File: src/rtl/pwm_duty_meas.sv
// pwm_duty_meas: measures period, active time and 8-bit duty of a PWM input,
// and flags a stuck line when no active edge arrives within a timeout.
`timescale 1ns/1ps
module pwm_duty_meas #(
  parameter int unsigned CLK_FREQ    = 50_000_000,
  parameter int unsigned CNT_W       = 32,
  parameter int unsigned TIMEOUT_CYC = CLK_FREQ / 100,
  parameter logic        ACTIVE_LVL  = 1'b1
) (
  input  logic             sys_clk,
  input  logic             rst_n,
  input  logic             pwm_in,
  output logic [CNT_W-1:0] period_out,
  output logic [CNT_W-1:0] high_out,
  output logic [7:0]       duty_out,
  output logic             meas_valid,
  output logic             stuck,
  output logic             stuck_lvl,
  output logic             overrun
);

  localparam int unsigned REM_W  = CNT_W + 1;
  localparam int unsigned QUO_W  = 9;
  localparam int unsigned STEP_W = 4;
  localparam logic [STEP_W-1:0] LAST_STEP   = STEP_W'(QUO_W - 1);
  localparam logic [CNT_W-1:0]  TIMEOUT_VAL = CNT_W'(TIMEOUT_CYC);
  localparam logic [CNT_W-1:0]  CNT_ONE     = CNT_W'(1);

  typedef enum logic [1:0] {
    ST_IDLE  = 2'd0,
    ST_ARMED = 2'd1,
    ST_RUN   = 2'd2
  } state_t;

  state_t             state;
  logic               sync_a;
  logic               synced;
  logic               hist;
  logic [CNT_W-1:0]   per_cnt;
  logic [CNT_W-1:0]   hi_cnt;
  logic [CNT_W-1:0]   div_p;
  logic [CNT_W-1:0]   cap_h;
  logic [REM_W-1:0]   rem;
  logic [QUO_W-1:0]   quo;
  logic [STEP_W-1:0]  step;
  logic               busy;

  logic               active_c;
  logic               aedge_c;
  logic               timeout_c;
  logic [REM_W-1:0]   div_ext_c;
  logic               rem_ge_c;
  logic [REM_W-1:0]   rem_sub_c;
  logic [REM_W-1:0]   rem_shift_c;
  logic [QUO_W-1:0]   quo_next_c;
  logic [7:0]         duty_clamp_c;

  // Two-flop synchronizer plus history flop for edge detection
  always_ff @(posedge sys_clk) begin
    if (!rst_n) begin
      sync_a <= ~ACTIVE_LVL;
      synced <= ~ACTIVE_LVL;
      hist   <= ~ACTIVE_LVL;
    end else begin
      sync_a <= pwm_in;
      synced <= sync_a;
      hist   <= synced;
    end
  end

  assign active_c  = (synced == ACTIVE_LVL);
  assign aedge_c   = active_c && (hist != ACTIVE_LVL);
  assign timeout_c = (state != ST_IDLE) && (per_cnt == TIMEOUT_VAL);

  // One restoring-division step: remainder stays below 2*P, so one extra bit suffices
  assign div_ext_c    = {1'b0, div_p};
  assign rem_ge_c     = (rem >= div_ext_c);
  assign rem_sub_c    = rem_ge_c ? (rem - div_ext_c) : rem;
  assign rem_shift_c  = rem_sub_c << 1;
  assign quo_next_c   = {quo[QUO_W-2:0], rem_ge_c};
  assign duty_clamp_c = quo_next_c[QUO_W-1] ? 8'hFF : quo_next_c[7:0];

  // Counters, capture FSM, serial divider and registered outputs
  always_ff @(posedge sys_clk) begin
    if (!rst_n) begin
      state      <= ST_IDLE;
      per_cnt    <= '0;
      hi_cnt     <= '0;
      div_p      <= '0;
      cap_h      <= '0;
      rem        <= '0;
      quo        <= '0;
      step       <= '0;
      busy       <= 1'b0;
      period_out <= '0;
      high_out   <= '0;
      duty_out   <= '0;
      meas_valid <= 1'b0;
      stuck      <= 1'b0;
      stuck_lvl  <= 1'b0;
      overrun    <= 1'b0;
    end else begin
      meas_valid <= 1'b0;
      overrun    <= 1'b0;

      // Edge-referenced counters; held at zero while idle
      if (aedge_c) begin
        per_cnt <= CNT_ONE;
        hi_cnt  <= CNT_ONE;
      end else if (state == ST_IDLE) begin
        per_cnt <= '0;
        hi_cnt  <= '0;
      end else begin
        if (per_cnt != TIMEOUT_VAL) per_cnt <= per_cnt + CNT_ONE;
        if (active_c)               hi_cnt  <= hi_cnt + CNT_ONE;
      end

      // Divider iteration; last step publishes the measurement
      if (busy) begin
        rem  <= rem_shift_c;
        quo  <= quo_next_c;
        step <= step + STEP_W'(1);
        if (step == LAST_STEP) begin
          busy       <= 1'b0;
          period_out <= div_p;
          high_out   <= cap_h;
          duty_out   <= duty_clamp_c;
          meas_valid <= 1'b1;
        end
      end

      case (state)
        ST_IDLE: begin
          if (aedge_c) begin
            state <= ST_ARMED;
            stuck <= 1'b0;
          end
        end
        ST_ARMED, ST_RUN: begin
          if (timeout_c) begin
            state      <= ST_IDLE;
            busy       <= 1'b0;
            per_cnt    <= '0;
            hi_cnt     <= '0;
            stuck      <= 1'b1;
            stuck_lvl  <= synced;
            period_out <= '0;
            high_out   <= '0;
            duty_out   <= active_c ? 8'hFF : 8'h00;
            meas_valid <= 1'b1;
          end else if (aedge_c) begin
            if (busy) begin
              overrun <= 1'b1;
            end else begin
              state <= ST_RUN;
              div_p <= per_cnt;
              cap_h <= hi_cnt;
              rem   <= {1'b0, hi_cnt};
              quo   <= '0;
              step  <= '0;
              busy  <= 1'b1;
            end
          end
        end
        default: state <= ST_IDLE;
      endcase
    end
  end

endmodule

File: config.mk
export PLATFORM = sky130hd
export DESIGN_NAME = pwm_duty_meas
export DESIGN_NICKNAME = d
export VERILOG_FILES = /design/src/rtl/pwm_duty_meas.sv
export SDC_FILE = /design/constraint.sdc
export NUM_CORES = 1
export LEC_CHECK = 0
export CAP_MARGIN = 20
export CORE_ASPECT_RATIO = 2
export CORE_MARGIN = 2
export CORE_UTILIZATION = 59
export DETAILED_ROUTE_END_ITERATION = 6
export GPL_TIMING_DRIVEN = 0
export PLACE_DENSITY_LB_ADDON = 0.1
export REMOVE_ABC_BUFFERS = 1
export SYNTH_ARGS = -nofsm -noshare
export SYNTH_HDL_FRONTEND = slang
export SYNTH_SLANG_ARGS = --single-unit
File: constraint.sdc
create_clock -name sys_clk -period 3.1 [get_ports sys_clk]
set_input_delay 0.31 -clock sys_clk [delete_from_list [all_inputs] [get_ports sys_clk]]
set_output_delay 0.31 -clock sys_clk [all_outputs]
set_load 0.05 [all_outputs]
==> flow_summary.toml, run 1 <==
[placement]
routabilityCongestion = 0.914
detailedPlacementHpwl_mm = 20.6
io_buffers = 78
place_area_um2 = 13000

[route]
met3WireLength_um = 911
met1_length_mm = 11.7
firstDrtPassIters = 5
met2_length_mm = 15.6
postRouteAntennaNets = 0
wl_per_cell_um = 16.2
via_count = 10200
routed_via_density = 5.63
drtIter0Drc = 389
routed_wl_mm = 29.4
drc_errors = 0
highest_layer = "met4"

[sta]
maxSlewViolCount = 0
finalCritPeriodShare_pct = 96.8
clock_skew_ns = 0.0127
worst_pin_slew_ns = 0.898
finalCriticalPeriod_ns = 3.00
slew_headroom_pct = 40.2
fmax_mhz = 333
setup_tns_ns = 0
rsz0062_at_grt = "yes"
final-hold-violation-count = 0
setup_viol = 0

[power_and_ir_drop]
cellPowerDensity_nw_per_um2 = 489
power.leakage_nw = 5.24
peakVddDrop_v = 0.000529

[synthesis]
ys.flop_type = "dfxtp_1"
synth_seq_area_share_pct = 42.5
ys_warn_count = 0
async_flop_share_pct = 0
synth_cell_type_count = 60
avgSynthCellArea_um2 = 8.01
synth_cells = 1501
synth.cell_area_um2 = 12000
synth-edff-count = 0
ys_ff_latch = 255

[floorplan]
start_util_pct = 60.4
fp.dieH_um = 206
io_pins = 79
dieArea_um2 = 21600
rows = 73
core_um2 = 19900
die_w_um = 105

[clock_tree]
cts_tree = "done"
cts_made_buffers = 23
root_buffer = "clkbuf_16"
clk_latency_ns = 0.52
clockBufferDepth = 3
clkSlewWorstSetupHoldPaths_ns = 0.07
cts_max_level = 1
clock_sinks = 255
ctsHoldBuffers = 0

[outcome]
status = "finished, final reports clean"

[worst_setup_path]
cp.required_ns = 3.51
critical_path.startpoint_type = "flop"
cp-end-kind = "flop"
criticalPathCategory = "reg2reg"
critPathArrivalTime_ns = 3.41
crit_fanout = 19

[min_path]
min_path_type = "in2reg"

[global_route]
grt_antenna_before_repair = 0
grt_max_degree = 81
grt_use_total_pct = 26.6
grt_pass1_wl_mm = 47.7
grt_pass1_vias = 9971
gr-total-overflow = 0

[finish]
fin_util_pct = 70.3
fill_cells = 1681
n_antenna_cell = 0
layout-drive-gt1-share_pct = 7.65
seq_area_um2 = 5110
final_nets = 1584
syn_to_final_growth_pct = 16.4
fin_area_um2 = 14000
multi_input_area_um2 = 6450

[run]
cap_violations = 0
synthesized netlist by cell type (3+ instances only):
master,n,area share [%]
o311a_1,4,0.33
a211oi_1,7,0.44
or3_1,10,0.52
or2_2,4,0.21
nor2b_1,7,0.36
xnor2_1,32,2.3
o31a_1,4,0.29
nand3_1,38,1.6
nor3_1,16,0.67
dfxtp_1,255,42
mux2i_1,36,3.0
a21o_1,10,0.62
inv_1,47,1.5
nand4_1,19,0.99
clkbuf_1,71,2.2
a21oi_1,196,8.2
o21ai_0,67,2.8
mux2_2,27,2.5
ha_1,40,4.2
a311oi_1,3,0.22
buf_2,14,0.58
nand2_1,312,9.7
a31oi_1,6,0.31
o211ai_1,4,0.25
nor4_1,6,0.31
xor2_1,59,4.3
and2_1,6,0.31
o21bai_1,5,0.31
and3_1,28,1.5
and4_1,3,0.22
nor2_1,125,3.9
o31ai_1,3,0.19
area by class of cell:
class,instances,share of cell area [%]
well taps,262,2.34
clock inverters,11,0.876
flip-flops and latches,255,36.5
multi-input cells,1108,46.0
repair buffers,104,8.21
inverters,48,1.30
clock buffers,30,4.73
repair_timing:
action / CTS / global route
setup endpoints to repair: 134 / 162
setup buffers: 1 / 6
cloned: 0 / 1
pin swaps: 1 / 4
gates resized for setup: 7 / 16
path summary, 6_finish.rpt:
check,from,to,slack (ns),cells after the start
max reg2reg,per_cnt[14],rem[15],0.1,10
max,per_cnt[14],rem[15],0.1,10
min,pwm_in,sync_a,0.39,2
min reg2reg,cap_h[28],high_out[28],0.45,2
critical path, stage by stage, from the launching register on:
cell and delay, ns:
dfxtp_1 0.39, nor4b_2 0.34, nand4_1 0.28, or4_4 0.58, o21ai_4 0.22, or2_4 0.22, buf_12 0.19, mux2_2 0.34
o21ai_0 0.14, a31oi_1 0.06, o31a_1 0.12
routing by layer:
| metal | vias to the layer above | global-route usage, % |
|---|---|---|
| li1 | 5156 | - |
| met2 | 219 | 50.6 |
| met1 | 4798 | 29.4 |
| met3 | 66 | 2.21 |
| met5 | - | 0 |
| met4 | 0 | 13.0 |
registers in the layout, indices dropped and copies added (netlist names):
name,flops
rem,33
period_out,32
active_c,1
duty_out,8
state,2
hi_cnt,32
cap_h,32
hist,1
div_p,32
stuck_lvl,1
busy,1
per_cnt,32
step,4
quo,8
stuck,1
overrun,1
high_out,32
meas_valid,1
sync_a,1
through the flow:
stage               worst slack (ns)  cells  hold WS, ns  total power, mW
detailed placement            -0.527   1769        0.429             3.92
CTS                          0.00203   1811        0.386             6.88
global route                 -0.0156   1818        0.388             7.05
floorplan                      -3.06   1411        0.412             3.77
global placement               -7.44   1751        0.417             3.91
finish                        0.0987   1818        0.392             6.85
logic make-up after synthesis:
| group | share of synthesized area, % |
|---|---|
| compound gates | 15.3 |
| buf+inv | 4.78 |
| simple gates | 21.0 |
| mux | 5.52 |
| flops | 42.5 |
| fa+ha+maj | 4.33 |
| xor+xnor | 6.63 |
cell usage in the layout, fill, tap and decap left out, drive strengths merged, types with 7 or more instances in the layout:
cell	count
dfxtp	255
nor2b	7
mux2	27
a21oi	196
nand2	312
inv	50
a21o	10
nand3	38
xor2	59
nand4	19
clkdlybuf4s50	78
and3	28
buf	24
or3	10
clkbuf	32
mux2i	36
o21ai	69
a211oi	8
ha	40
nor2	125
xnor2	32
nor3	16
where the power goes:
part | internal, mW | switching [mW] | leakage, nW
sequential | 3.28 | 0.0126 | 2.06
clock | 1.68 | 1.28 | 0.377
combinational | 0.243 | 0.347 | 2.81
total | 5.21 | 1.63 | 5.24
Note: power is estimated with default switching activity, not from simulation.
==> run 2, diff against run 1 <==
--- a/config.mk
+++ b/config.mk
@@ -9,10 +9,12 @@
 export CORE_ASPECT_RATIO = 2
 export CORE_MARGIN = 2
 export CORE_UTILIZATION = 59
+export CTS_CLUSTER_SIZE = 8
 export DETAILED_ROUTE_END_ITERATION = 6
 export GPL_TIMING_DRIVEN = 0
-export PLACE_DENSITY_LB_ADDON = 0.1
+export PLACE_DENSITY = 0.9
 export REMOVE_ABC_BUFFERS = 1
+export SLEW_MARGIN = 15
 export SYNTH_ARGS = -nofsm -noshare
 export SYNTH_HDL_FRONTEND = slang
 export SYNTH_SLANG_ARGS = --single-unit
==> flow_summary.toml, run 2 (synthesis results as in run 1) <==
[finish]
final_nets = 1599
layout_commonest_cell = "nand2_1"
largest_register = "rem"
fin_area_um2 = 14100
final_cells = 1820
n_antenna_cell = 0
fin_util_pct = 71.0
layout-drive-gt1-share_pct = 8.15
mostFrequentLayoutCells = "nand2_1 (311), dfxtp_1 (253), a21oi_1 (194)"
syn_to_final_growth_pct = 17.6
largest_reg_flops = 33
fill_cells = 1563

[floorplan]
core_um2 = 19900
io_pins = 79
dieArea_um2 = 21600
start_util_pct = 60.4
die_w_um = 105
rows = 73
fp.dieH_um = 206

[power_and_ir_drop]
switching_share_pct = 23.8
seq_power_share_pct = 44.6
power.leakage_nw = 5.30
pwr-share-comb_pct = 8.3
peakVddDrop_v = 0.000422
p_clk_share_pct = 47.1
p_switching_mw = 1.77
finalPower_mw = 7.43
power.internal_mw = 5.66
cellPowerDensity_nw_per_um2 = 525

[clock_tree]
root_buffer = "clkbuf_16"
clock_sinks = 255
clkSlewWorstSetupHoldPaths_ns = 0.05
clockBufferDepth = 3
clk_latency_ns = 0.53
cts_made_buffers = 37
ctsHoldBuffers = 0
cts_tree = "done"
cts_max_level = 2

[global_route]
gr-total-overflow = 0
grt_use_total_pct = 28.2
grt_pass1_vias = 10800
grt_pass1_wl_mm = 50.5
grt_antenna_before_repair = 0
grt_max_degree = 81

[worst_setup_path]
cp-end-kind = "flop"
crit_fanout = 15
rr_startpoint = "per_cnt[14]"
crit_buf_inv = 3
crit_chain = "nor4b_2 > nand4_1 > or4_4 > o21ai_4 > nor3_2 > buf_4 > buf_4 > buf_4 > nand2_1 > a21oi_1"
criticalPathCategory = "reg2reg"
critical_path.startpoint_type = "flop"
regToRegSetupSlack_ns = 0.05
critPathArrivalTime_ns = 3.47
rr_worst_depth = 10
critPathSlowestCell = "nor3_2"
timing.rr.end = "div_p[20]"
critPathMostFrequentCell = "buf_4"
crit_family = "simple AND/OR/NAND/NOR gates"
cp.required_ns = 3.52
slowest_delay_ns = 0.75

[sta]
rsz0062_at_grt = "yes"
finalCriticalPeriod_ns = 3.05
clock_skew_ns = 0.0225
worst_pin_slew_ns = 0.971
setup_viol = 0
final-hold-violation-count = 0
slew_headroom_pct = 34.9
maxSlewViolCount = 0
finalCritPeriodShare_pct = 98.5
fmax_mhz = 328
setup_tns_ns = 0

[placement]
routabilityCongestion = 0.967
place_inst = 1765
io_buffers = 78
place_area_um2 = 12900
detailedPlacementHpwl_mm = 20.5

[min_path]
min_path_type = "in2reg"
min_to = "sync_a"
worstHoldStart = "pwm_in"
whs_path_depth = 2

[route]
postRouteAntennaNets = 0
routed_via_density = 5.98
firstDrtPassIters = 5
drtIter0Drc = 721
via_count = 10900
drc_errors = 0
routed_wl_mm = 32.6
wl_per_cell_um = 17.9

[run]
cap_violations = 0

[outcome]
status = "finished, final reports clean"
-- run 2: power by group through the flow --
stage          clock (mW)  combinational [mW]  sequential (mW)
2_1_floorplan           0               0.405             3.37
3_3_place_gp            0               0.526             3.37
3_5_place_dp            0               0.544             3.37
4_1_cts              3.52               0.572             3.31
5_1_grt              3.65               0.657             3.31
6_report             3.50               0.618             3.31
-- run 2: worst register-to-register path, stage by stage (launching register included) --
cell	delay, ns
dfxtp_1	0.50
nor4b_2	0.10
nand4_1	0.19
or4_4	0.23
o21ai_4	0.11
nor3_2	0.75
buf_4	0.36
buf_4	0.25
buf_4	0.24
nand2_1	0.08
a21oi_1	0.14
-- run 2: routing by layer --
layer	routed length, um	vias to the layer above	global-route usage, %
met2	17300	439	53.7
met5	0	-	0
met1	11800	5138	29.1
li1	-	5173	-
met3	1680	135	3.47
met4	1730	0	17.0
-- run 2: metrics by stage --
step                hold WS [ns]  worst slack (ns)
global route               0.387           -0.0687
floorplan                  0.412             -3.06
finish                     0.369            0.0469
global placement           0.416             -6.98
CTS                        0.364            0.0124
detailed placement         0.427            -0.662
-- run 2: worst max-delay path by stage --
stage	from	to	slack, ns	depth (start not counted)
final	per_cnt[14]	div_p[20]	0.05	10
after global routing	per_cnt[25]	rem[9]	-0.07	9
after CTS	div_p[10]	rem[19]	0.01	12
after detailed placement	div_p[1]	rem[5]	-0.66	12
after global placement	busy	period_out[5]	-6.98	4
after floorplan	busy	duty_out[1]	-3.06	4
-- run 2: timing repair --
| action | CTS | global route |
|---|---|---|
| gates resized for setup | 8 | 19 |
| setup buffers | 5 | 6 |
| gates cloned | 0 | 2 |
| pin swaps | 2 | 5 |
| setup endpoints to repair | 95 | 81 |
-- run 2: area by class of cell --
cell class | count | area, um^2 | area share (%)
Clock buffer | 39 | 933 | 6.60
Inverter | 48 | 186 | 1.32
Timing Repair Buffer | 103 | 1040 | 7.38
Sequential cell | 255 | 5110 | 36.1
Timing Repair inverter | 1 | 5.00 | 0.0354
Tap cell | 262 | 328 | 2.32
Clock inverter | 3 | 41.3 | 0.292
Multi-Input combinational cell | 1109 | 6500 | 45.9
==> run 3, diff against run 2 <==
--- a/config.mk
+++ b/config.mk
@@ -8,11 +8,11 @@
 export CAP_MARGIN = 20
 export CORE_ASPECT_RATIO = 2
 export CORE_MARGIN = 2
-export CORE_UTILIZATION = 59
+export CORE_UTILIZATION = 40
 export CTS_CLUSTER_SIZE = 8
 export DETAILED_ROUTE_END_ITERATION = 6
 export GPL_TIMING_DRIVEN = 0
-export PLACE_DENSITY = 0.9
+export PLACE_DENSITY = 0.68
 export REMOVE_ABC_BUFFERS = 1
 export SLEW_MARGIN = 15
 export SYNTH_ARGS = -nofsm -noshare
==> constraint.sdc (replaced) <==
create_clock -name sys_clk -period 3.1 [get_ports sys_clk]
set_input_delay 0.31 -clock sys_clk [delete_from_list [all_inputs] [get_ports sys_clk]]
set_output_delay 0.31 -clock sys_clk [all_outputs]
set_load 0.01 [all_outputs]
==> flow_summary.toml, run 3 (synthesis results as in run 1) <==
[outcome]
status = "finished, final reports clean"

[finish]
layout_commonest_cell = "nand2_1"
final_cells = 1924
layout-drive-gt1-share_pct = 8.21
syn_to_final_growth_pct = 18.9
largest_reg_flops = 33
seq_area_um2 = 5110
fin_area_um2 = 14300
largest_register = "rem"
fill_cells = 2796
final_nets = 1601
mostFrequentLayoutCells = "nand2_1 (310), dfxtp_1 (253), a21oi_1 (196)"
multi_input_area_um2 = 6460
n_antenna_cell = 0

[worst_setup_path]
rr_worst_depth = 9
cp-end-kind = "flop"
cp.required_ns = 3.48
crit_fanout = 39
critical_path.startpoint_type = "flop"
crit_chain = "nor4_2 > nand4_1 > or4_4 > buf_4 > nor2_1 > nand2_1 > nand2_4 > buf_12 > o31ai_1"
criticalPathCategory = "reg2reg"
slowest_delay_ns = 0.57
critPathArrivalTime_ns = 3.42
critPathSlowestCell = "or4_4"

[route]
postRouteAntennaNets = 0
drtIter0Drc = 473
firstDrtPassIters = 5
wl_per_cell_um = 16.1
drc_errors = 0
via_count = 10200
routed_wl_mm = 30.9
routed_via_density = 5.31

[sta]
maxSlewViolCount = 0
setup_viol = 0
hold_ws_ns = 0.388
setup_tns_ns = 0
finalCritPeriodShare_pct = 98.1
final-hold-violation-count = 0
finalCriticalPeriod_ns = 3.04
fmax_mhz = 329
worst_pin_slew_ns = 0.927
slew_headroom_pct = 37.7
clock_skew_ns = 0.0142

[clock_tree]
clkSlewWorstSetupHoldPaths_ns = 0.05
cts_tree = "done"
cts_max_level = 2
ctsHoldBuffers = 0
clockBufferDepth = 3
clk_latency_ns = 0.52
cts_made_buffers = 37
clock_sinks = 255
root_buffer = "clkbuf_16"

[floorplan]
core_um2 = 29500
fp.dieH_um = 249
die_w_um = 127
dieArea_um2 = 31600
start_util_pct = 40.8
rows = 89
io_pins = 79

[global_route]
gr-total-overflow = 0
grt_use_total_pct = 19.0
grt_pass1_wl_mm = 49.7
grt_max_degree = 81
grt_pass1_vias = 10200
grt_antenna_before_repair = 0

[power_and_ir_drop]
cellPowerDensity_nw_per_um2 = 526
power.leakage_nw = 5.33
peakVddDrop_v = 0.000323
finalPower_mw = 7.51

[run]
cap_violations = 0

[placement]
io_buffers = 78
routabilityCongestion = 0.893
detailedPlacementHpwl_mm = 21.6
place_inst = 1871
place_area_um2 = 13100

[min_path]
min_path_type = "in2reg"
whs_path_depth = 2
run 3: power breakdown:
| part | internal [mW] | switching, mW |
|---|---|---|
| sequential | 3.30 | 0.0129 |
| clock | 2.20 | 1.40 |
| combinational | 0.247 | 0.352 |
run 3: layout make-up:
| class | instances | area share, % |
|---|---|---|
| timing repair buffer | 106 | 7.55 |
| tap | 364 | 3.19 |
| clock inverter | 1 | 0.0613 |
| inverter | 48 | 1.30 |
| sequential | 255 | 35.8 |
| multi-input combinational | 1108 | 45.2 |
| clock buffer | 41 | 6.88 |
| timing repair inverter | 1 | 0.0350 |
run 3: stage by stage:
step	setup WS (ns)	utilization [%]
after floorplan	-3.06	-
after global placement	-7.56	43.6
after detailed placement	-0.576	44.4
after CTS	0.00208	48.0
after global routing	-0.0926	48.4
final	0.0602	48.4
run 3: repair_timing:
action / in CTS / in global routing
setup buffers: 4 / 6
hold endpoints to repair: 0 / 0
resized for setup: 8 / 17
setup endpoints to repair: 97 / 43
pin swaps: 2 / 6
gates cloned: 0 / 1
run 3: layer usage:
metal | track usage [%] | wire length, um | vias up
li1 | - | - | 5188
met1 | 19.7 | 11900 | 4736
met2 | 36.5 | 16500 | 209
met3 | 2.06 | 889 | 92
met4 | 9.92 | 1610 | 0
met5 | 0 | 0 | -
run 3: worst paths after layout:
kind               start          end  slack [ns]
max          per_cnt[28]  duty_out[0]        0.06
min reg2reg       sync_a     active_c        0.43
min               pwm_in       sync_a        0.39
max reg2reg  per_cnt[28]  duty_out[0]        0.06
run 3: critical path: cells and delay by family (launching register included):
kind / cells / cell delay, ns
compound gates: 1 / 0.11
buf+inv: 2 / 0.45
flops: 1 / 0.36
simple gates: 6 / 1.99
